<file path="src/rtl/div_arb_pkg.sv">
`default_nettype none
// ============================================================================
//  Module      : div_arb_pkg
//  Description : Shared definitions for the divider arbiter: FSM state
//                encoding, default operand width and requester count, and
//                the default watchdog limit for the divider handshake.
//  Revision    : 1.0 - initial release
// ============================================================================
package div_arb_pkg;

    localparam int c_DEFAULT_WIDTH = 16;
    localparam int c_DEFAULT_NREQ  = 4;

    // Arbiter FSM encoding, 2 bits wide.
    typedef enum logic [1:0] {
        ST_IDLE   = 2'd0,
        ST_LAUNCH = 2'd1,
        ST_WAIT   = 2'd2,
        ST_DONE   = 2'd3
    } arb_state_t;

    // Longest wait for the divider's ready pulse: a radix-2 divider needs
    // about two cycles per bit, plus some slack.
    function automatic int timeout_cycles(input int width);
        return 2 * width + 8;
    endfunction

endpackage
`default_nettype wire

</file>
<file path="src/rtl/rr_pick.sv">
`default_nettype none
// ============================================================================
//  Module      : rr_pick
//  Description : Combinational round-robin selector. Searches req starting
//                at ptr and wrapping at NREQ; reports the first set bit.
//  Ports       : req   - request vector
//                ptr   - index with highest priority this round
//                valid - at least one request is set
//                index - winning requester index
//  Revision    : 1.0 - initial release
// ============================================================================
module rr_pick #(
    parameter int NREQ = 4,
    parameter int IW   = $clog2(NREQ)
) (
    input  logic [NREQ-1:0] req,
    input  logic [IW-1:0]   ptr,
    output logic            valid,
    output logic [IW-1:0]   index
);

    // Walk the candidates from the farthest to the nearest position after
    // ptr so the last hit written is the one closest to ptr.
    always_comb begin
        int          w_pos;
        logic [IW-1:0] w_idx;
        valid = 1'b0;
        index = '0;
        w_pos = 0;
        w_idx = '0;
        for (int k = NREQ - 1; k >= 0; k--) begin
            w_pos = int'(ptr) + k;
            if (w_pos >= NREQ) begin
                w_pos = w_pos - NREQ;
            end
            w_idx = IW'(w_pos);
            if (req[w_idx]) begin
                valid = 1'b1;
                index = w_idx;
            end
        end
    end

endmodule
`default_nettype wire

</file>
<file path="src/rtl/div_arbiter.sv">
`default_nettype none
// ============================================================================
//  Module      : div_arbiter
//  Description : Round-robin arbiter sharing one divider among NREQ
//                requesters. One transaction in flight, non-preemptive.
//                Zero divisors are answered locally; a watchdog bounds the
//                wait for the divider's ready pulse.
//  Ports       : clk, reset            - clock, async active-high reset
//                req/req_*             - per-requester request and operands
//                div_*  (out)          - launch and operands to the divider
//                div_*  (in)           - divider results and ready pulse
//                done                  - one-hot completion pulse
//                quotient_out,
//                remainder_out         - result, held until the next done
//                div0, timeout_err     - status of the current done pulse
//                busy, grant_id        - activity and served requester
//  Revision    : 1.0 - initial release
// ============================================================================
module div_arbiter
    import div_arb_pkg::*;
#(
    parameter int WIDTH   = c_DEFAULT_WIDTH,
    parameter int NREQ    = c_DEFAULT_NREQ,
    parameter int TIMEOUT = timeout_cycles(WIDTH)
) (
    input  logic                    clk,
    input  logic                    reset,
    input  logic [NREQ-1:0]         req,
    input  logic [NREQ*WIDTH-1:0]   req_dividend,
    input  logic [NREQ*WIDTH-1:0]   req_divisor,
    input  logic [NREQ-1:0]         req_sign,
    output logic                    div_start,
    output logic                    div_sign,
    output logic [WIDTH-1:0]        div_dividend,
    output logic [WIDTH-1:0]        div_divisor,
    input  logic [WIDTH-1:0]        div_quotient,
    input  logic [WIDTH-1:0]        div_fractional,
    input  logic                    div_ready,
    output logic [NREQ-1:0]         done,
    output logic [WIDTH-1:0]        quotient_out,
    output logic [WIDTH-1:0]        remainder_out,
    output logic                    div0,
    output logic                    timeout_err,
    output logic                    busy,
    output logic [$clog2(NREQ)-1:0] grant_id
);

    localparam int c_IW = $clog2(NREQ);
    localparam int c_CW = $clog2(TIMEOUT + 1);

    arb_state_t         r_state;
    logic [c_IW-1:0]    r_ptr;
    logic [c_IW-1:0]    r_grant;
    logic [WIDTH-1:0]   r_dividend;
    logic [WIDTH-1:0]   r_divisor;
    logic               r_sign;
    logic               r_div_start;
    logic [NREQ-1:0]    r_done;
    logic [WIDTH-1:0]   r_quot;
    logic [WIDTH-1:0]   r_rem;
    logic               r_div0;
    logic               r_tout;
    logic [c_CW-1:0]    r_wdog;

    logic               w_pick_valid;
    logic [c_IW-1:0]    w_pick_idx;
    logic [WIDTH-1:0]   w_pick_dividend;
    logic [WIDTH-1:0]   w_pick_divisor;

    rr_pick #(
        .NREQ (NREQ),
        .IW   (c_IW)
    ) u_rr_pick (
        .req   (req),
        .ptr   (r_ptr),
        .valid (w_pick_valid),
        .index (w_pick_idx)
    );

    assign w_pick_dividend = req_dividend[int'(w_pick_idx) * WIDTH +: WIDTH];
    assign w_pick_divisor  = req_divisor[int'(w_pick_idx) * WIDTH +: WIDTH];

    always_ff @(posedge clk or posedge reset) begin
        if (reset) begin
            r_state     <= ST_IDLE;
            r_ptr       <= '0;
            r_grant     <= '0;
            r_dividend  <= '0;
            r_divisor   <= '0;
            r_sign      <= 1'b0;
            r_div_start <= 1'b0;
            r_done      <= '0;
            r_quot      <= '0;
            r_rem       <= '0;
            r_div0      <= 1'b0;
            r_tout      <= 1'b0;
            r_wdog      <= '0;
        end else begin
            // Pulsed outputs default low; the branches below raise them
            // for exactly one cycle.
            r_div_start <= 1'b0;
            r_done      <= '0;
            case (r_state)
                ST_IDLE: begin
                    if (w_pick_valid) begin
                        r_grant     <= w_pick_idx;
                        r_dividend  <= w_pick_dividend;
                        r_divisor   <= w_pick_divisor;
                        r_sign      <= req_sign[w_pick_idx];
                        // div_start is registered, so it is decided here
                        // to be high during the LAUNCH cycle itself.
                        r_div_start <= (w_pick_divisor != '0);
                        r_state     <= ST_LAUNCH;
                    end
                end
                ST_LAUNCH: begin
                    if (r_divisor == '0) begin
                        r_quot  <= '1;
                        r_rem   <= r_dividend;
                        r_div0  <= 1'b1;
                        r_done  <= {{(NREQ-1){1'b0}}, 1'b1} << r_grant;
                        r_state <= ST_DONE;
                    end else begin
                        r_wdog  <= '0;
                        r_state <= ST_WAIT;
                    end
                end
                ST_WAIT: begin
                    // A ready on the final watchdog cycle still wins.
                    if (div_ready) begin
                        r_quot  <= div_quotient;
                        r_rem   <= div_fractional;
                        r_done  <= {{(NREQ-1){1'b0}}, 1'b1} << r_grant;
                        r_state <= ST_DONE;
                    end else if (r_wdog == c_CW'(TIMEOUT - 1)) begin
                        r_quot  <= '0;
                        r_rem   <= '0;
                        r_tout  <= 1'b1;
                        r_done  <= {{(NREQ-1){1'b0}}, 1'b1} << r_grant;
                        r_state <= ST_DONE;
                    end else begin
                        r_wdog <= r_wdog + c_CW'(1);
                    end
                end
                ST_DONE: begin
                    // Status flags describe only the pulse just delivered.
                    r_div0 <= 1'b0;
                    r_tout <= 1'b0;
                    if (r_grant == c_IW'(NREQ - 1)) begin
                        r_ptr <= '0;
                    end else begin
                        r_ptr <= r_grant + c_IW'(1);
                    end
                    r_state <= ST_IDLE;
                end
                default: begin
                    r_state <= ST_IDLE;
                end
            endcase
        end
    end

    assign div_start     = r_div_start;
    assign div_sign      = r_sign;
    assign div_dividend  = r_dividend;
    assign div_divisor   = r_divisor;
    assign done          = r_done;
    assign quotient_out  = r_quot;
    assign remainder_out = r_rem;
    assign div0          = r_div0;
    assign timeout_err   = r_tout;
    assign busy          = (r_state != ST_IDLE);
    assign grant_id      = r_grant;

endmodule
`default_nettype wire
</file>
<file path="config.mk">
export PLATFORM = sky130hd
export DESIGN_NAME = div_arbiter
export DESIGN_NICKNAME = d
export VERILOG_FILES = /design/src/rtl/div_arb_pkg.sv /design/src/rtl/rr_pick.sv /design/src/rtl/div_arbiter.sv
export SDC_FILE = /design/constraint.sdc
export NUM_CORES = 1
export LEC_CHECK = 0
export CAP_MARGIN = 20
export CORE_MARGIN = 3
export CORE_UTILIZATION = 36
export DETAILED_ROUTE_END_ITERATION = 6
export PLACE_DENSITY = 0.88
export RECOVER_POWER = 50
export SLEW_MARGIN = 40
export SYNTH_ARGS = -nofsm -noshare
export SYNTH_HDL_FRONTEND = slang
export SYNTH_SLANG_ARGS = --single-unit
export TNS_END_PERCENT = 20
</file>
<file path="constraint.sdc">
create_clock -name clk -period 2.4 [get_ports clk]
set_input_delay 0.36 -clock clk [delete_from_list [all_inputs] [get_ports clk]]
set_output_delay 0.36 -clock clk [all_outputs]
set_load 0.1 [all_outputs]
</file>
==> results of run 1 <==
worst min-delay path, delay by kind of cell, from the launching register on:
kind	cells	cell delay, ns
flip-flops	1	0.35
AO/OA/AOI/OAI	1	0.05
AND/OR/NAND/NOR	1	0.06
per-stage QoR:
step / area, µm² / hold slack, ns
floorplan: 4527 / 0.4706
global placement: 7126 / 0.4660
detailed placement: 7126 / 0.4700
CTS: 7417 / 0.4908
global route: 7361 / 0.5028
finish: 7361 / 0.4885
layout by cell type, fill, tap and decap left out, types with 2 or more instances in the layout:
master,n
a21oi_1,21
nor4_2,2
a22oi_1,15
clkbuf_16,9
nor2_1,92
o21ai_0,18
a21oi_2,2
buf_4,61
nand2_1,77
mux2i_1,2
nor4_1,7
ha_1,9
clkinv_2,3
dfrtp_1,83
and2_1,5
mux4_2,15
clkinvlp_4,2
clkbuf_1,35
clkdlybuf4s50_1,168
o21ai_1,23
inv_1,9
a21boi_1,2
nand3_1,19
nand4_1,4
buf_12,5
mux2_2,18
xor2_1,4
a31oi_1,16
final timing paths:
path	endpoint	slack, ns	cells past startpoint
setup / recovery	div_start	0.08	8
hold / removal	timeout_err	0.49	2
setup reg to reg	div_start	0.13	8
hold reg to reg	timeout_err	0.49	2
max in group asynchronous	r_ptr[1]	0.61	3
min in group asynchronous	quotient_out[9]	0.92	3
routing by layer:
metal | global-route usage, % | vias to the layer above | routed length (µm)
met5 | 0 | - | 0
met4 | 10.04 | 0 | 523
met3 | 4.517 | 35 | 1104
met2 | 36.05 | 234 | 7773
met1 | 26.33 | 2147 | 6249
li1 | - | 2237 | -
sequential cells by signal, indices dropped and copies added, names as in the netlist, 2 cells and up:
name           flops
div_dividend      16
div_divisor       16
quotient_out      16
remainder_out     16
r_wdog             6
done               4
grant_id           2
r_ptr              2
r_state            2
cells by family (layout without fill, tap and decap cells):
kind of cell,count (synthesis),after routing
xor+xnor,4,4
flops,84,84
compound gates,105,106
simple gates,214,214
mux,36,36
buf+inv,44,298
fa+ha+maj,9,9
where the power goes:
part / total, µW / switching (µW) / internal (µW)
Combinational: 8170 / 6040 / 2130
Sequential: 2560 / 519 / 2040
Clock: 1350 / 530 / 822
Total: 12100 / 7090 / 4990
final cells by class:
cell class	count	area (µm²)	share of cell area (%)
clock buffer	10	239.0	3.247
inverter	11	45.04	0.6119
clock inverter	5	52.55	0.7139
tap	168	210.2	2.856
timing repair buffer	272	2401	32.62
sequential	84	2103	28.57
multi-input combinational	369	2310	31.38
timing repair:
item | CTS | global route
gates cloned | 0 | 1
hold buffers | 0 | 0
buffers inserted | 0 | 6
resized for setup | 0 | 9
endpoints found under the setup margin | 1 | 5
pin swaps | 1 | 2
==> impl_metrics.csv, run 1 <==
group,metric,value,unit
critical_path,cpMaxStageDelayCell,"mux4_2",
global_routing,grt_pass1_vias,4465,
placed_design,place_inst,897,
clock_network,clockRootBuffer,"clkbuf_16",
critical_path,critPathKind,"primary input to flop",
drt,drt_wl_total,15650,µm
critical_path,slowest_delay,0.55,ns
sta,rsz0062_at_grt,"no",
synthesis,yosysWarningCount,0,
clock_network,cts_htree_levels,3,
sta,layout_setup_ws,0.07988,ns
synthesis,synth-edff-count,0,
critical_path,path_cells,"clkdlybuf4s50_1, a21boi_1, o21ai_4, buf_4, mux4_2, nor4_2, and4_1, nor2_1",
synthesis,synthAdderAreaFrac,2.490,%
worst_hold_path,hold_start,"timeout_err",
status,status,"complete, no violations",
synthesis,synth_nets,676,
placed_design,io_buffers,245,
sta,fin_tns_setup,0,ns
layout,diodes,0,
synthesis,synth_ff_type,"dfrtp_1",
die,fp.dieH,118.1,µm
synthesis,yosysSeqAreaShare,46.47,%
layout,fin_util,60.52,%
power_and_ir_drop,p_leak,0.003106,µW
drt,drt-wirelength-per-cell,17.03,µm
synthesis,ys_top_cells_by_count,"nor2_1 (92), dfrtp_1 (84), nand2_1 (77)",
synthesis,yosys.area.top_type,"dfrtp_1",
clock_network,clock_sinks,84,
critical_path,cp-start-kind,"primary input",
power_and_ir_drop,power,12080,µW
die,rows,40,
power_and_ir_drop,ir_worst_vdd,1.120,mV
drt,antenna_left,0,
layout,stdcell_count,919,
critical_path,cp_top_family,"buffers and inverters",
synthesis,synthSimpleGateAreaFrac,19.81,%
sta,slew_viol_final,0,
sta,period_needed,2.320,ns
sta,worst_clock_skew,0.003855,ns
global_routing,grt_usage,21.45,%
power_and_ir_drop,p_per_area,1641,mW/mm²
synthesis,synth_most_common_cell,"nor2_1",
critical_path,crit_fanout,5,
synthesis,synth_compound_area_share,13.44,%
clock_network,cts_buffers,9,
layout,n_fill_cell,1069,
worst_hold_path,hold_class,"flop to flop",
sta,setup_viol,0,
drt,vias,4653,
sta,clock.fmax,431.0,MHz
flow_run,maxCapViolCount,0,
drt,drt_first_pass_iters,5,
global_routing,grt.overflow.total,0,
synthesis,synth_area,0.004523,mm²
synthesis,synth_xor_area_share,0.7746,%
die,core,0.01216,mm²
synthesis,postSynthAreaPerCell,9.119,µm²
placed_design,dp_slack,-0.3564,ns
drt,via_per_inst,5.063,
sta,relSlewSlack,14.43,%
sta,period_share,96.67,%
critical_path,startpoint,"req[0]",
synthesis,netlist.area_leader.share,46.47,%
placed_design,place.gp.congestion,0.8536,
synthesis,synth_top_family_by_area,"simple AND/OR/NAND/NOR gates",
synthesis,yosys-top-cells-area,"dfrtp_1 (46%), nor2_1 (7.6%), mux4_2 (7.0%), nand2_1 (6.4%), mux2_2 (4.5%)",
layout,areaGrowthSynthToFinish,62.74,%
sta,tightest_slew,1.289,ns
global_routing,grt_pass1_wl,23580,µm
die,fp.dieW,118.1,µm
drt,drtIter0Drc,277,
synthesis,synth_seq_cells,84,
synthesis,synth-async-reset-ratio,100.0,%
critical_path,cp_num_buf_inv,2,
critical_path,cp.arrival,2.54,ns
layout,nNetsFinal,927,
placed_design,hpwl,12000,µm
layout,drive_above_1_share,17.18,%
drt,drc,0,
global_routing,grt_max_degree,85,
sta,hold_viol_final,0,
die,start_util,37.19,%
die,die_area,0.01395,mm²
clock_network,cts_tree,"yes",
global_routing,antenna_found_initial,0,
die,num_io_pins,246,
critical_path,required,2.62,ns
clock_network,clk_latency,0.33,ns
critical_path,end_kind,"flop",
clock_network,path_clk_slew,0.06,ns
synthesis,yosysUniqueCellTypes,40,
synthesis,synthMuxAreaShare,13.06,%
critical_path,r2r_start,"r_ptr[1]",
clock_network,cts_max_path_buffers,2,
synthesis,synthesis.instances,496,
No activity file was read; power rests on OpenSTA's default activity.
==> run 2: changes to the inputs <==
- HOLD_SLACK_MARGIN: unset -> 0.1
==> results of run 2 <==
No change in the layout: final DEF, timing and power equal those of run 1.
==> run 3: changes to the inputs <==
- CORE_UTILIZATION: 36 -> 40
- PLACE_DENSITY: 0.88 -> 0.92
- clock period: 2.4 -> 2.5 ns (I/O delays scaled with it)
==> impl_metrics.csv, run 3 (synthesized netlist as in run 1, its figures left out) <==
group,metric,value,unit
status,status,"complete, no violations",
sta,layout_setup_ws,0.08223,ns
critical_path,cp_num_buf_inv,1,
layout,n_fill_cell,876,
critical_path,cpMaxStageDelayCell,"mux4_1",
global_routing,grt_max_degree,45,
placed_design,place.gp.congestion,1.036,
critical_path,end_kind,"flop",
placed_design,hpwl,12550,µm
power_and_ir_drop,ir_worst_vdd,1.102,mV
global_routing,antenna_found_initial,0,
sta,holdWs,0.5025,ns
layout,seq_area,0.002103,mm²
layout,final_common_cell,"clkdlybuf4s50_1",
die,fp.dieW,112.3,µm
die,start_util,41.36,%
global_routing,grt_pass1_wl,25210,µm
clock_network,cts_tree,"yes",
critical_path,required,2.72,ns
critical_path,cp.arrival,2.64,ns
critical_path,slowest_delay,0.62,ns
clock_network,cts_buffers,9,
critical_path,r2r_start,"r_ptr[1]",
die,num_io_pins,246,
clock_network,clockRootBuffer,"clkbuf_16",
layout,drive_above_1_share,16.67,%
die,fp.dieH,112.3,µm
drt,drt_wl_total,15970,µm
clock_network,clk_latency,0.33,ns
sta,rsz0062_at_grt,"no",
power_and_ir_drop,pwr-share-seq,21.2,%
sta,worst_clock_skew,0.006213,ns
sta,slew_viol_final,0,
power_and_ir_drop,p_clk_share,11.5,%
critical_path,r2r_slack,0.08,ns
drt,drt-wirelength-per-cell,17.94,µm
sta,period_needed,2.418,ns
layout,final_cell_mix,"clkdlybuf4s50_1 (167), nor2_1 (92), dfrtp_1 (83), nand2_1 (77), buf_4 (58)",
layout,areaGrowthSynthToFinish,62.30,%
global_routing,grt_usage,25.18,%
die,core,0.01094,mm²
clock_network,cts_max_path_buffers,2,
power_and_ir_drop,p_per_area,1587,mW/mm²
critical_path,cp_top_family,"multiplexers",
critical_path,worst-r2r-cell-count,8,
die,rows,38,
global_routing,grt.overflow.total,0,
critical_path,crit_fanout,7,
placed_design,io_buffers,245,
drt,drt_first_pass_iters,4,
placed_design,dp_slack,-0.4055,ns
critical_path,path_cells,"mux2i_1, a21oi_2, o21ai_4, buf_12, mux4_1, nor4_2, and4_1, nor2_1",
drt,drtIter0Drc,292,
global_routing,grt_pass1_vias,4945,
worst_hold_path,min_to,"r_wdog[0]",
worst_hold_path,whs_path_depth,1,
clock_network,cts_htree_levels,3,
die,die_area,0.01262,mm²
power_and_ir_drop,swShare,58.68,%
layout,multi_input_comb_area,0.002307,mm²
clock_network,cts_hold_buf,0,
critical_path,cp-start-kind,"flop",
clock_network,path_clk_slew,0.06,ns
sta,setup_viol,0,
drt,antenna_left,0,
worst_hold_path,hold_start,"r_wdog[0]",
power_and_ir_drop,power,11650,µW
layout,diodes,0,
power_and_ir_drop,internal_power,4813,µW
power_and_ir_drop,p_sw,6836,µW
layout,fin_util,67.13,%
drt,via_per_inst,5.384,
power_and_ir_drop,p_comb_share,67.3,%
clock_network,clock_sinks,84,
power_and_ir_drop,p_leak,0.003123,µW
sta,hold_viol_final,0,
critical_path,r2r-end,"div_start",
layout,nNetsFinal,925,
sta,relSlewSlack,18.53,%
drt,drc,0,
sta,period_share,96.71,%
flow_run,maxCapViolCount,0,
sta,fin_tns_setup,0,ns
worst_hold_path,hold_class,"flop to flop",
critical_path,critPathKind,"flop to flop",
sta,tightest_slew,1.227,ns
drt,vias,4792,
sta,clock.fmax,413.6,MHz
==> run 3: cell count changes in the layout (fill, tap and decap cells not counted), sizes merged <==
cell / before / now
buf: 66 / 64
clkinv: 4 / 3
dlymetal6s2s: 1 / 2
clkbuf: 46 / 49
clkdlybuf4s50: 168 / 167
o22a: 2 / 1
==> run 3: worst register-to-register path, stage by stage, from the launching register on <==
cell,delay (ns)
dfrtp_2,0.46
mux2i_1,0.27
a21oi_2,0.10
o21ai_4,0.07
buf_12,0.15
mux4_1,0.62
nor4_2,0.35
and4_1,0.24
nor2_1,0.04
==> run 3: power by group through the flow <==
stage	clock, µW	combinational (µW)	sequential (µW)
floorplan	0	2300	5980
global placement	0	7700	2450
detailed placement	0	7890	2480
CTS	1370	7930	2460
global route	1430	8270	2550
finish	1330	7840	2470
==> run 3: layout make-up <==
class	count	area share, %
timing repair buffer	271	32.81
multi-input combinational	368	31.43
sequential	84	28.65
clock buffer	12	3.494
tap	140	2.386
clock inverter	4	0.6477
inverter	11	0.5795
==> run 3: routing by layer <==
| layer | part of all wire, % | routed length (µm) | vias up | track usage (%) |
|---|---|---|---|---|
| met4 | 3.7 | 587 | 0 | 12.18 |
| met3 | 6.9 | 1100 | 48 | 5.337 |
| met2 | 50 | 8063 | 247 | 43.42 |
| li1 | - | - | 2232 | - |
| met1 | 39 | 6218 | 2265 | 29.91 |
| met5 | 0 | 0 | - | 0 |
==> run 3: worst max path at each step <==
stage | from | to | slack, ns | cells after the start
after floorplan | div_divisor[13] | quotient_out[0] | 0.16 | 6
after global placement | req[0] | div_start | -0.20 | 9
after detailed placement | req[0] | div_start | -0.41 | 8
after CTS | req[0] | div_start | 0.01 | 9
after global routing | r_ptr[1] | div_start | 0.006 | 9
final | r_ptr[1] | div_start | 0.08 | 8
==> run 3: through the flow <==
stage,cell area [µm²],instances
2_1_floorplan,4527,496
3_3_place_gp,7086,870
3_5_place_dp,7086,870
4_1_cts,7396,886
5_1_grt,7341,890
6_report,7341,890
==> run 3: what timing repair did <==
| item | 4_1_cts | 5_1_grt |
|---|---|---|
| cloned | 0 | 1 |
| gates resized for setup | 1 | 8 |
| buffers inserted | 0 | 3 |
| hold endpoints to repair | 0 | 0 |
| endpoints found under the setup margin | 1 | 1 |
| pin swaps | 0 | 1 |
